## src/rtl/m31_stream_accumulator.sv

```systemverilog
// m31_stream_accumulator: packet-wise accumulator over the Mersenne-31 field
// (p = 2^31 - 1). It consumes a valid/ready element stream delimited by
// in_last and emits one registered, canonical sum per packet together with a
// saturating element count.
// Optional build macro: M31_ACC_LEN_LIMIT_EN. When it is defined, packets are
// force-closed at MAX_LEN elements and the out_overrun flag is added.
module m31_stream_accumulator #(
  parameter int DATA_WIDTH = 31,
  parameter int MAX_LEN    = 16,
  parameter int CNT_WIDTH  = $clog2(MAX_LEN + 1)
) (
  input  logic                  clk,
  input  logic                  rst,
  input  logic                  in_valid,
  output logic                  in_ready,
  input  logic [DATA_WIDTH-1:0] in_data,
  input  logic                  in_last,
  output logic                  out_valid,
  input  logic                  out_ready,
  output logic [DATA_WIDTH-1:0] out_data,
  output logic [CNT_WIDTH-1:0]  out_count
`ifdef M31_ACC_LEN_LIMIT_EN
  ,
  output logic                  out_overrun
`endif
);

  localparam logic [CNT_WIDTH-1:0] MAX_CNT = CNT_WIDTH'(MAX_LEN);
  localparam logic [CNT_WIDTH-1:0] ONE_CNT = CNT_WIDTH'(1);

  typedef enum logic {IDLE, ACCUM} state_t;

  state_t                  state;
  logic [DATA_WIDTH-1:0]   acc;
  logic [CNT_WIDTH-1:0]    cnt;

  logic                    in_xfer;
  logic                    out_xfer;
  logic                    close_pkt;
  logic [DATA_WIDTH-1:0]   base;
  logic [CNT_WIDTH-1:0]    cnt_base;
  logic [DATA_WIDTH-1:0]   sum_red;
  logic [CNT_WIDTH-1:0]    cnt_next;
`ifdef M31_ACC_LEN_LIMIT_EN
  logic                    ovr_hit;
`endif

  // Fold an unreduced sum (at most 2p) back into 0..p-1. The end-around
  // carry cannot overflow DATA_WIDTH bits for inputs bounded by 2p.
  function automatic logic [DATA_WIDTH-1:0] red(input logic [DATA_WIDTH:0] s);
    logic [DATA_WIDTH-1:0] t;
    t = s[DATA_WIDTH-1:0] + DATA_WIDTH'(s[DATA_WIDTH]);
    return (t == '1) ? '0 : t;
  endfunction

  // Accept a new element whenever the output register is empty or draining.
  assign in_ready = ~rst & (~out_valid | out_ready);

  // Next-value datapath: reduced running sum and saturating count.
  always_comb begin
    in_xfer   = in_valid & in_ready;
    out_xfer  = out_valid & out_ready;
    base      = (state == ACCUM) ? acc : '0;
    cnt_base  = (state == ACCUM) ? cnt : '0;
    sum_red   = red({1'b0, base} + {1'b0, in_data});
    cnt_next  = (cnt_base == MAX_CNT) ? MAX_CNT : cnt_base + ONE_CNT;
`ifdef M31_ACC_LEN_LIMIT_EN
    ovr_hit   = ~in_last & (cnt_base == MAX_CNT - ONE_CNT);
    close_pkt = in_last | ovr_hit;
`else
    close_pkt = in_last;
`endif
  end

  // Packet FSM with registered result outputs.
  always_ff @(posedge clk) begin
    if (rst) begin
      state       <= IDLE;
      acc         <= '0;
      cnt         <= '0;
      out_valid   <= 1'b0;
      out_data    <= '0;
      out_count   <= '0;
`ifdef M31_ACC_LEN_LIMIT_EN
      out_overrun <= 1'b0;
`endif
    end else if (in_xfer && close_pkt) begin
      // A closing transfer reloads the output even while the previous
      // result drains, which sustains one packet per cycle.
      out_data    <= sum_red;
      out_count   <= cnt_next;
      out_valid   <= 1'b1;
`ifdef M31_ACC_LEN_LIMIT_EN
      out_overrun <= ovr_hit;
`endif
      acc         <= '0;
      cnt         <= '0;
      state       <= IDLE;
    end else begin
      if (out_xfer) begin
        out_valid <= 1'b0;
      end
      if (in_xfer) begin
        acc   <= sum_red;
        cnt   <= cnt_next;
        state <= ACCUM;
      end
    end
  end

endmodule

```

## config.mk

```make
export PLATFORM = sky130hd
export DESIGN_NAME = m31_stream_accumulator
export DESIGN_NICKNAME = d
export VERILOG_FILES = /design/src/rtl/m31_stream_accumulator.sv
export SDC_FILE = /design/constraint.sdc
export NUM_CORES = 1
export LEC_CHECK = 0
export BUFFER_PORTS_ARGS = -buffer_cell sky130_fd_sc_hd__buf_2
export CAP_MARGIN = 10
export CORE_ASPECT_RATIO = 1.2
export CORE_MARGIN = 2
export CORE_UTILIZATION = 55
export DETAILED_ROUTE_END_ITERATION = 7
export GPL_TIMING_DRIVEN = 0
export PLACE_DENSITY = 0.75
export SKIP_LAST_GASP = 1
export SYNTH_ARGS = -nofsm -noshare
export SYNTH_HDL_FRONTEND = slang
export SYNTH_SLANG_ARGS = --single-unit
```

## constraint.sdc

```tcl
create_clock -name clk -period 9.1 [get_ports clk]
set_input_delay 1.365 -clock clk [delete_from_list [all_inputs] [get_ports clk]]
set_output_delay 1.365 -clock clk [all_outputs]
set_load 0.1 [all_outputs]
```

# Word-level counts from Yosys, hierarchy flattened
# Cells that the tools add are included.
# totals
elab_cells	26
regBits	74
in_bits	36
# op_classes
n_reduce_logical	3
bitwise_logic	6
n_addsub	3
n_mux	6
n_eq_ne	2
# op_table
cell	n
$mux W31	2
$add A31 B31 Y32	1
$add A31 B1 Y31	1
$eq A31 B31 Y1 const B	1
$mux W5	2
$add A5 B1 Y5 const B	1
$eq A5 B5 Y1 const B	1
$and A1 B1 Y1	3
$mux W1	2
$not A1 Y1	2
$reduce_bool A2 Y1	1
$reduce_or A2 Y1	1
$logic_and A1 B1 Y1	1
$or A1 B1 Y1	1

# Longest topological paths before layout
# Gate-level depths: netlist of the first run.
# logic_depth
word_depth	6
mapped_depth	28
ltp_nobuf	23

# Least setup slack after synthesis of the first run
# OpenSTA, ideal clock, no wires.
# synth_timing
kind	input to register
start	in in_data[5]
end	reg acc[10]
slack_ns	3.170
arrival_time_ns	5.816
path_buffers	3
cell_stages	25
setup_ns	0.114
path_cell_list	ha_1 > buf_2 > o21ai_0 > a211oi_1 > nand3_1 > and4_1 > o21bai_1 > a21oi_1 > nor2b_1 > o21ai_0 > nand2b_1 > ha_1 > ha_1 > o211ai_1 > nor4_1 > nand4b_1 > nor4_1 > and3_1 > nor4b_2 > xor2_1 > nand4_1 > nor4_2 > buf_6 > buf_12 > o21ai_2
# synth_between
elab_chain_cells	4
# synth_lines
item	line_no	text
start, declared	16	input logic [DATA_WIDTH-1:0] in_data,
$add A31 B31 Y32 *	65	sum_red = red({1'b0, base} + {1'b0, in_data});
$add A31 B1 Y31 *	52	t = s[DATA_WIDTH-1:0] + DATA_WIDTH'(s[DATA_WIDTH]);
$eq A31 B31 Y1	53	return (t == '1) ? '0 : t;
$mux W31 *	53	
end signal, assigned	104	acc <= sum_red;
end, declared	34	logic [DATA_WIDTH-1:0] acc;
# Mark *: on every way between the ends. The rest lies on a longest branch, timed or not.
# A chain may end at the register's enable or synchronous reset.

# Worst setup path after layout of the first run
# layout_timing
start	reg state
end	reg acc[0]
# layout_between
elab_chain_cells	5
# layout_lines
item	line_no	text
start, declared	33	state_t state;
start signal, assigned	78	state <= IDLE;
start signal, assigned	98	state <= IDLE;
start signal, assigned	106	state <= ACCUM;
$mux W31 *	63	base = (state == ACCUM) ? acc : '0;
$add A31 B31 Y32 *	65	
$add A31 B1 Y31 *	52	
$eq A31 B31 Y1	53	
$mux W31 *	53	
# Marks and branches as above.

==> results of run 1 <==
[sequential cells by signal (all words and copies together), names as in the netlist]
signal	flops
acc	31
out_count	5
out_valid	1
cnt	5
state	1
out_data	31
[final cells by class]
| type | instances | area share [%] |
|---|---|---|
| buffer | 43 | 3.31 |
| clock buffer | 11 | 3.64 |
| clock inverter | 4 | 0.738 |
| inverter | 10 | 0.540 |
| multi-input combinational | 699 | 62.8 |
| sequential | 74 | 21.3 |
| tap | 132 | 2.38 |
| timing repair buffer | 73 | 5.25 |
[Yosys cell counts, types with 3 or more instances]
| cell type | number |
|---|---|
| nand2_1 | 165 |
| o21ai_0 | 76 |
| dfxtp_1 | 74 |
| nor2_1 | 49 |
| a21oi_1 | 38 |
| and2_1 | 37 |
| ha_1 | 35 |
| xnor2_1 | 29 |
| clkbuf_1 | 22 |
| nand3_1 | 22 |
| o21ai_2 | 22 |
| xor2_1 | 19 |
| and3_1 | 17 |
| nand4_1 | 17 |
| buf_2 | 14 |
| nor3_1 | 14 |
| inv_1 | 10 |
| o211ai_1 | 10 |
| nand2b_1 | 8 |
| nor4_1 | 8 |
| a211oi_1 | 7 |
| nand3b_1 | 7 |
| and4_1 | 6 |
| o31ai_1 | 6 |
| a211o_1 | 5 |
| a21o_1 | 5 |
| nand4b_1 | 5 |
| nor2b_1 | 5 |
| o21a_1 | 5 |
| or4_1 | 5 |
| or2_2 | 4 |
| a21boi_0 | 3 |
| a221oi_1 | 3 |
| a22o_1 | 3 |
| a22oi_1 | 3 |
| a31oi_1 | 3 |
| clkbuf_2 | 3 |
| nor4b_1 | 3 |
| o22ai_1 | 3 |
[worst max path at each step]
stage | start | to | slack (ns) | cells past startpoint
2_1_floorplan | in_data[5] | acc[10] | 3.17 | 25
3_3_place_gp | in_data[5] | out_data[28] | 1.78 | 25
3_5_place_dp | in_data[5] | acc[0] | 1.74 | 25
4_1_cts | state | acc[0] | 1.94 | 27
5_1_grt | state | acc[6] | 1.23 | 26
6_report | state | acc[0] | 1.80 | 27
[cell usage in the layout (no fill, tap or decap), types with 6 or more instances in the layout]
master	n
buf_2	87
and2_1	37
o21ai_0	76
nand2_1	165
a211oi_1	7
clkbuf_1	22
ha_1	35
nand4_1	17
nand2b_1	8
and3_1	17
nand3_1	22
nor4_1	8
and4_1	6
dfxtp_1	74
a21oi_1	38
clkbuf_16	9
nand3b_1	7
o211ai_1	10
xnor2_1	29
nor2_1	49
inv_1	10
o31ai_1	6
xor2_1	19
nor3_1	14
o21ai_2	22
[worst register-to-register path: stages (launching register included)]
cell	delay (ns)
dfxtp_1	0.35
clkbuf_1	0.52
clkbuf_1	0.34
and2_1	0.18
ha_1	0.14
buf_2	0.25
o21ai_0	0.22
a211oi_1	0.45
nand3_1	0.20
and4_1	0.23
o21bai_1	0.28
a21oi_1	0.16
nor2b_1	0.12
o21ai_0	0.08
nand2b_1	0.13
ha_1	0.18
ha_1	0.20
o211ai_1	0.10
nor4_1	0.28
nand4b_1	0.35
nor4_1	0.26
and3_1	0.30
nor4b_2	0.35
xor2_1	0.43
nand4_1	0.17
nor4_2	0.45
clkbuf_2	0.33
o21ai_0	0.13
[layer usage]
layer | part of all wire, % | vias up | global-route usage (%)
met2 | 48 | 248 | 50.7
met1 | 41 | 3045 | 37.2
li1 | - | 3154 | -
met3 | 6.4 | 60 | 5.36
met5 | 0 | - | 0
met4 | 4.4 | 0 | 14.6
[power by group]
part           switching [µW]  internal (µW)
combinational             170           60.7
clock                     137            225
sequential               8.90            341
[logic make-up after synthesis]
logic type | count (synthesis) | share of synthesized area, %
buffers and inverters | 53 | 4.38
adder cells (fa/ha/maj) | 36 | 7.48
multiplexers | 3 | 0.511
XOR/XNOR | 49 | 7.14
flip-flops | 74 | 24.2
AND/OR/NAND/NOR | 388 | 32.0
AO/OA/AOI/OAI | 223 | 24.3
[stage by stage]
stage / setup slack (ns) / cell area (µm²) / total power (µW) / utilization (%)
floorplan: 3.17 / 6120 / 529 / -
global placement: 1.78 / 6650 / 578 / 60.8
global route: 1.23 / 6950 / 977 / 63.6
detailed placement: 1.74 / 6650 / 582 / 60.8
CTS: 1.94 / 6950 / 942 / 63.6
finish: 1.80 / 6950 / 943 / 63.6
==> flow_summary.json, run 1 <==
{
  "fp.dieH_um": 120,
  "skew_ns": 0.00690,
  "diodes": 0,
  "grt_overflow": 0,
  "cts_inserted_buffers": 9,
  "grt_max_degree": 13,
  "ys_top_cells_by_area": "dfxtp_1 (24%), nand2_1 (10%), ha_1 (7.2%)",
  "p_per_area_mw_per_mm2": 136,
  "worst_pin_slew_ns": 0.897,
  "cp_top_family": "simple AND/OR/NAND/NOR gates",
  "ys_seq_elements": 74,
  "cap_violations": 0,
  "synth_ff_type": "dfxtp_1",
  "synth.avg_cell_area_um2": 7.41,
  "whs_ns": 0.446,
  "hpwlAfterDp_um": 14400,
  "drive_gt1_share_pct": 16.8,
  "clk_latency_ns": 0.34,
  "finalHoldViolCount": 0,
  "first_global_vias": 6112,
  "die_x_um": 100,
  "dpl.cell_count": 1031,
  "fmax_mhz": 137,
  "critPathKind": "reg2reg",
  "drv_slew": 0,
  "gp_congestion": 0.965,
  "min_path_cells": 2,
  "yosys_warnings": 0,
  "grt_antenna_before_repair": 0,
  "status": "completed",
  "cts.sinks": 74,
  "fin_tns_setup_ns": 0,
  "die_area_mm2": 0.0120,
  "hold_end": "acc[5]",
  "rrSetupSlack_ns": 1.80,
  "wl_per_cell_um": 17.3,
  "hold_buffers": 0,
  "ioPinCount": 74,
  "synth_top_area_cell": "dfxtp_1",
  "final_nets": 982,
  "finalCritPeriodShare_pct": 80.3,
  "drt_iter0_drc": 590,
  "synth_edf_count": 0,
  "end_kind": "register",
  "regArea_mm2": 0.00148,
  "synthToLayoutAreaGrowth_pct": 13.6,
  "p_leak_uw": 0.00281,
  "syn_area_mm2": 0.00612,
  "vias": 6507,
  "r2r_start": "state",
  "min_from": "acc[5]",
  "ant_nets": 0,
  "yosysSeqAreaShare_pct": 24.2,
  "clkTransAtPathRegs_ns": 0.06,
  "start_kind": "register",
  "cp.arrival_ns": 7.52,
  "syn_inst": 826,
  "totalWireLength_um": 18100,
  "cts_resized": 0,
  "fillCellCount": 973,
  "cts_buffer_depth": 2,
  "grt_pass1_wl_um": 29000,
  "post-route-min-period_ns": 7.30,
  "initial_core_util_pct": 56.0,
  "slowest_delay_ns": 0.52,
  "grt_use_total_pct": 30.2,
  "port_buffers": 73,
  "firstDrtPassIters": 8,
  "stdcell_count": 1046,
  "slew_headroom_pct": 40.2,
  "crit_fanout": 10,
  "synth.top_cell.area_share_pct": 24.2,
  "drc_errors": 0,
  "viasPerCell": 6.22,
  "cts_tree": "yes",
  "syn_nets": 898,
  "multi_input_area_mm2": 0.00437,
  "hold_class": "reg2reg",
  "required_ns": 9.32,
  "core_area_mm2": 0.0109,
  "ir_drop_uv": 145,
  "synth_cell_types": 79,
  "cts_root_buffer": "clkbuf_16",
  "cpMaxStageDelayCell": "clkbuf_1",
  "setup_viol": 0,
  "async_flop_share_pct": 0,
  "rsz0062_at_grt": "false",
  "crit_buf_inv": 4,
  "postCtsSetupBuffers": 0,
  "htree_levels": 3,
  "rows": 42,
  "reg2reg_to": "acc[0]",
  "rr_worst_depth": 27
}
Note: power is estimated with default switching activity, not from simulation.
==> inputs of run 2 (changes only) <==
--- a/config.mk
+++ b/config.mk
@@ -5,6 +5,7 @@
 export SDC_FILE = /design/constraint.sdc
 export NUM_CORES = 1
 export LEC_CHECK = 0
+export ABC_AREA = 1
 export BUFFER_PORTS_ARGS = -buffer_cell sky130_fd_sc_hd__buf_2
 export CAP_MARGIN = 10
 export CORE_ASPECT_RATIO = 1.2
@@ -12,7 +13,7 @@
 export CORE_UTILIZATION = 55
 export DETAILED_ROUTE_END_ITERATION = 7
 export GPL_TIMING_DRIVEN = 0
-export PLACE_DENSITY = 0.75
+export PLACE_DENSITY = 0.77
 export SKIP_LAST_GASP = 1
 export SYNTH_ARGS = -nofsm -noshare
 export SYNTH_HDL_FRONTEND = slang
==> constraint.sdc (replaced) <==
create_clock -name clk -period 6.7 [get_ports clk]
set_input_delay 1.005 -clock clk [delete_from_list [all_inputs] [get_ports clk]]
set_output_delay 1.005 -clock clk [all_outputs]
set_load 0.1 [all_outputs]
==> flow_summary.json, run 2 <==
{
  "syn_nets": 1237,
  "postCtsSetupBuffers": 0,
  "syn_inst": 1165,
  "drt_iter0_drc": 431,
  "worst_pin_slew_ns": 0.733,
  "slew_headroom_pct": 51.1,
  "clk_latency_ns": 0.33,
  "synthMostInstantiatedCell": "nand2_1",
  "crit_fanout": 10,
  "yosys_warnings": 0,
  "htree_levels": 3,
  "drive_gt1_share_pct": 20.1,
  "grt.met1_usage_pct": 35.1,
  "fmax_mhz": 183,
  "status": "completed",
  "final_cell_mix": "nand2_1 (406), inv_1 (174), nand3_1 (81), dfxtp_1 (74), buf_2 (73)",
  "rows": 45,
  "totalWireLength_um": 18400,
  "viasPerCell": 5.06,
  "yosysSeqAreaShare_pct": 21.0,
  "cap_violations": 0,
  "critPathKind": "reg2reg",
  "grtUsageMet2_pct": 47.8,
  "gp_congestion": 0.948,
  "grtUsageMet3_pct": 1.68,
  "cts_resized": 0,
  "die_x_um": 107,
  "cts_root_buffer": "clkbuf_16",
  "final_nets": 1321,
  "port_buffers": 73,
  "whs_ns": 0.450,
  "core_area_mm2": 0.0126,
  "cts.sinks": 74,
  "hold_class": "reg2reg",
  "cpMaxStageDelayCell": "buf_1",
  "initial_core_util_pct": 56.0,
  "finalCritPeriodShare_pct": 81.5,
  "synth_top_area_cell": "nand2_1",
  "end_kind": "register",
  "synthToLayoutAreaGrowth_pct": 12.3,
  "post-route-min-period_ns": 5.46,
  "cp.arrival_ns": 5.64,
  "synth.top_cell.area_share_pct": 21.6,
  "grt_max_degree": 12,
  "critPathMostFrequentCell": "nand2_1",
  "skew_ns": 0.00729,
  "firstDrtPassIters": 5,
  "hpwlAfterDp_um": 15600,
  "cts_buffer_depth": 2,
  "top_regs": "acc x31, out_data x31",
  "fin_tns_setup_ns": 0,
  "grt_use_total_pct": 27.1,
  "grt_overflow": 0,
  "p_per_area_mw_per_mm2": 170,
  "cts_inserted_buffers": 9,
  "final_common_cell": "nand2_1",
  "wl_per_cell_um": 13.0,
  "required_ns": 6.89,
  "syn_area_mm2": 0.00706,
  "start_kind": "register",
  "grt_pass1_wl_um": 30000,
  "synth_cell_types": 35,
  "hold_buffers": 0,
  "ir_drop_uv": 184,
  "grt_antenna_before_repair": 0,
  "cts_tree": "yes",
  "finalHoldViolCount": 0,
  "clkTransAtPathRegs_ns": 0.06,
  "diodes": 0,
  "fp.dieH_um": 128,
  "setup_viol": 0,
  "yosys-top-cells-count": "nand2_1 (406), inv_1 (174), nand3_1 (81)",
  "grt.busiest_layer": "met2",
  "slowest_delay_ns": 0.47,
  "synth_edf_count": 0,
  "ys_seq_elements": 74,
  "async_flop_share_pct": 0,
  "vias": 7171,
  "ioPinCount": 74,
  "drv_slew": 0,
  "ys_top_cells_by_area": "nand2_1 (22%), dfxtp_1 (21%), inv_1 (9.2%)",
  "p_leak_uw": 0.00441,
  "drc_errors": 0,
  "die_area_mm2": 0.0138,
  "synth.avg_cell_area_um2": 6.06,
  "rsz0062_at_grt": "false",
  "ant_nets": 0,
  "synth_ff_type": "dfxtp_1",
  "first_global_vias": 6505
}
-- run 2: changes by cell type after synthesis, moves of 16 or more --
| cell | previous run | this run |
|---|---|---|
| and2_1 | 37 | 1 |
| nor2_2 | 0 | 18 |
| xnor2_1 | 29 | 2 |
| inv_1 | 10 | 174 |
| xor2_1 | 19 | 3 |
| nand2_4 | 0 | 33 |
| nand2_2 | 1 | 28 |
| a21oi_2 | 2 | 32 |
| and3_1 | 17 | 0 |
| nor2_1 | 49 | 72 |
| nand3_1 | 22 | 81 |
| nand2_1 | 165 | 406 |
| o21ai_0 | 76 | 51 |
-- run 2: cell families (layout without fill, tap and decap cells) --
family                     count (synthesis)  count (layout)  synth area share, %
buffers and inverters                    216             305                 12.2
xor gates and xnor gates                   5               5                0.620
DFF                                       74              74                 21.0
AOI/OAI and AO/OA                        144             144                 13.3
adders and majority gates                 36              36                 6.48
and+or+nand+nor                          690             690                 46.5
-- run 2: final timing paths --
path	start	end	slack, ns	depth (start not counted)
max	state	acc[5]	1.24	36
min	out_data[22]	out_data[22]	0.45	2
max reg2reg	state	acc[5]	1.24	36
min reg2reg	out_data[22]	out_data[22]	0.45	2
-- run 2: power by group --
group	switching, µW	leakage [µW]	internal, µW
Combinational	288	0.00366	101
Sequential	13.6	0.000606	467
Clock	171	0.000147	308
-- run 2: critical path: cells and delay by family (launching register included) --
family	cells	cell delay (ns)
buffers and inverters	6	1.23
flip-flops	1	0.32
adder cells (fa/ha/maj)	3	0.56
AO/OA/AOI/OAI	2	0.27
AND/OR/NAND/NOR	25	2.94
-- run 2: cell type report --
cell class                      instances  area, µm²
Tap cell                              164        205
Clock inverter                          2       35.0
Clock buffer                           14        264
Inverter                              191        717
Buffer                                 25        143
Sequential cell                        74       1480
Timing Repair Buffer                   73        365
Multi-Input combinational cell        875       4720
Fill cell                            1239       4680
-- run 2: routing by layer --
layer  up-vias  part of all wire [%]
li1       3812                     -
met1      3155                    46
met3        33                   3.9
met2       171                    47
met5         -                     0
met4         0                   2.7
-- run 2: through the flow --
step / util (%) / cells / instance area [µm²] / setup WS (ns) / power [µW]
after floorplan: - / 1165 / 7060 / 2.28 / 797
after global placement: 60.5 / 1402 / 7630 / 1.39 / 871
after detailed placement: 60.5 / 1402 / 7630 / 1.34 / 876
after CTS: 62.9 / 1418 / 7930 / 1.31 / 1350
after global routing: 62.9 / 1418 / 7930 / 0.710 / 1400
final: 62.9 / 1418 / 7930 / 1.24 / 1350
==> inputs of run 3 (changes only) <==
==> constraint.sdc (replaced) <==
create_clock -name clk -period 4.85 [get_ports clk]
set_input_delay 0.7275 -clock clk [delete_from_list [all_inputs] [get_ports clk]]
set_output_delay 0.7275 -clock clk [all_outputs]
set_load 0.1 [all_outputs]
==> flow_summary.json, run 3 (synthesis gave the netlist of run 2 again) <==
{
  "grt_antenna_before_repair": 0,
  "totalWireLength_um": 21400,
  "post-route-min-period_ns": 4.78,
  "reg2reg_to": "acc[28]",
  "initial_core_util_pct": 56.0,
  "drv_slew": 0,
  "final_nets": 1372,
  "end_kind": "register",
  "firstDrtPassIters": 8,
  "ioPinCount": 74,
  "cts_root_buffer": "clkbuf_16",
  "grt_pass1_wl_um": 30800,
  "p_clk_share_pct": 34.1,
  "cpMaxStageDelayCell": "dfxtp_4",
  "cts_inserted_buffers": 9,
  "drc_errors": 0,
  "grt_max_degree": 12,
  "rrSetupSlack_ns": 0.07,
  "worst_slack_ns": 0.0727,
  "cap_violations": 0,
  "worst_pin_slew_ns": 0.731,
  "critPathKind": "reg2reg",
  "grt.busiest_layer": "met2",
  "cts.sinks": 74,
  "cts_tree": "yes",
  "drt_iter0_drc": 674,
  "p_int_uw": 1250,
  "synthToLayoutAreaGrowth_pct": 27.4,
  "skew_ns": 0.00989,
  "comb_power_share_pct": 31.7,
  "top_regs": "acc x31, out_data x31",
  "slew_headroom_pct": 51.3,
  "required_ns": 5.04,
  "dp_slack_ns": -0.513,
  "die_area_mm2": 0.0138,
  "p_total_uw": 1950,
  "p_leak_uw": 0.00473,
  "start_kind": "register",
  "ant_nets": 0,
  "status": "completed",
  "grtUsageMet3_pct": 1.58,
  "setup_viol": 0,
  "hold_buffers": 0,
  "vias": 7773,
  "fmax_mhz": 209,
  "ir_drop_uv": 258,
  "cts_buffer_depth": 2,
  "viasPerCell": 5.29,
  "hold_class": "reg2reg",
  "crit_fanout": 7,
  "switchingPower_uw": 692,
  "core_area_mm2": 0.0126,
  "grt.met1_usage_pct": 35.6,
  "drive_gt1_share_pct": 30.0,
  "power_frac_seq_pct": 34.2,
  "grt_use_total_pct": 27.9,
  "hpwlAfterDp_um": 15600,
  "final_common_cell": "nand2_1",
  "slowest_delay_ns": 0.38,
  "finalCritPeriodShare_pct": 98.5,
  "wl_per_cell_um": 14.5,
  "htree_levels": 3,
  "clk_latency_ns": 0.33,
  "critPathMostFrequentCell": "buf_4",
  "die_x_um": 107,
  "final_cell_mix": "nand2_1 (377), inv_1 (167), nand3_1 (76), dfxtp_1 (73), buf_2 (73)",
  "first_global_vias": 6588,
  "r2r_start": "state",
  "crit_path_end": "acc[28]",
  "rows": 45,
  "grtUsageMet2_pct": 50.3,
  "port_buffers": 73,
  "gp_congestion": 0.948,
  "p_per_area_mw_per_mm2": 216,
  "finalHoldViolCount": 0,
  "swShare_pct": 35.6,
  "clkTransAtPathRegs_ns": 0.06,
  "diodes": 0,
  "fillCellCount": 1034,
  "rr_worst_depth": 37,
  "cp.arrival_ns": 4.97,
  "startpoint": "state",
  "fp.dieH_um": 128,
  "grt_overflow": 0
}
run 3: layout make-up:
cell class                      count  area [µm²]  area share, %
Clock inverter                      2        35.0          0.389
Clock buffer                       14         264           2.93
Tap cell                          164         205           2.28
Inverter                          191         717           7.97
Buffer                             24         161           1.79
Multi-Input combinational cell    875        5300           58.9
Timing Repair Buffer              125         835           9.28
Sequential cell                    74        1490           16.5
run 3: how the worst min path moves through the flow:
stage                      start            to  depth (start not counted)
floorplan                acc[30]       acc[30]                          2
CTS                 out_data[22]  out_data[22]                          2
detailed placement  out_data[22]  out_data[22]                          2
finish              out_data[22]  out_data[22]                          2
global placement    out_count[1]  out_count[1]                          2
global route        out_data[24]  out_data[24]                          2
run 3: repair_timing:
item / CTS / global route
pin swaps: 2 / 50
gates resized for setup: 19 / 116
buffers inserted: 13 / 35
cloned: 0 / 4
endpoints found under the setup margin: 62 / 62
run 3: critical path: cells and delay by family, from the launching register on:
family                   cells  cell delay (ns)
buffers and inverters       17             2.15
AND/OR/NAND/NOR             18             1.79
flip-flops                   1             0.38
adder cells (fa/ha/maj)      1             0.27
AO/OA/AOI/OAI                1             0.05
run 3: power groups by stage:
stage / clock network (µW) / registers [µW] / logic, µW
floorplan: 0 / 796 / 305
global placement: 0 / 675 / 527
detailed placement: 0 / 676 / 534
CTS: 664 / 665 / 542
global route: 686 / 670 / 660
finish: 664 / 666 / 616
run 3: metal layers:
metal / vias up / wire length (µm)
met1: 3507 / 9150
met2: 278 / 10600
met3: 72 / 926
li1: 3916 / -
met5: - / 0
met4: 0 / 681
run 3: stage by stage:
stage	utilization (%)	std cells	hold WS, ns	cell area [µm²]	TNS [ns]
after floorplan	-	1165	0.504	7060	0
after global placement	60.5	1402	0.435	7630	-27.45
after detailed placement	60.5	1402	0.439	7630	-30.96
after CTS	64.5	1430	0.453	8130	0
after global routing	71.3	1469	0.472	9000	-5.65
final	71.3	1469	0.450	9000	0
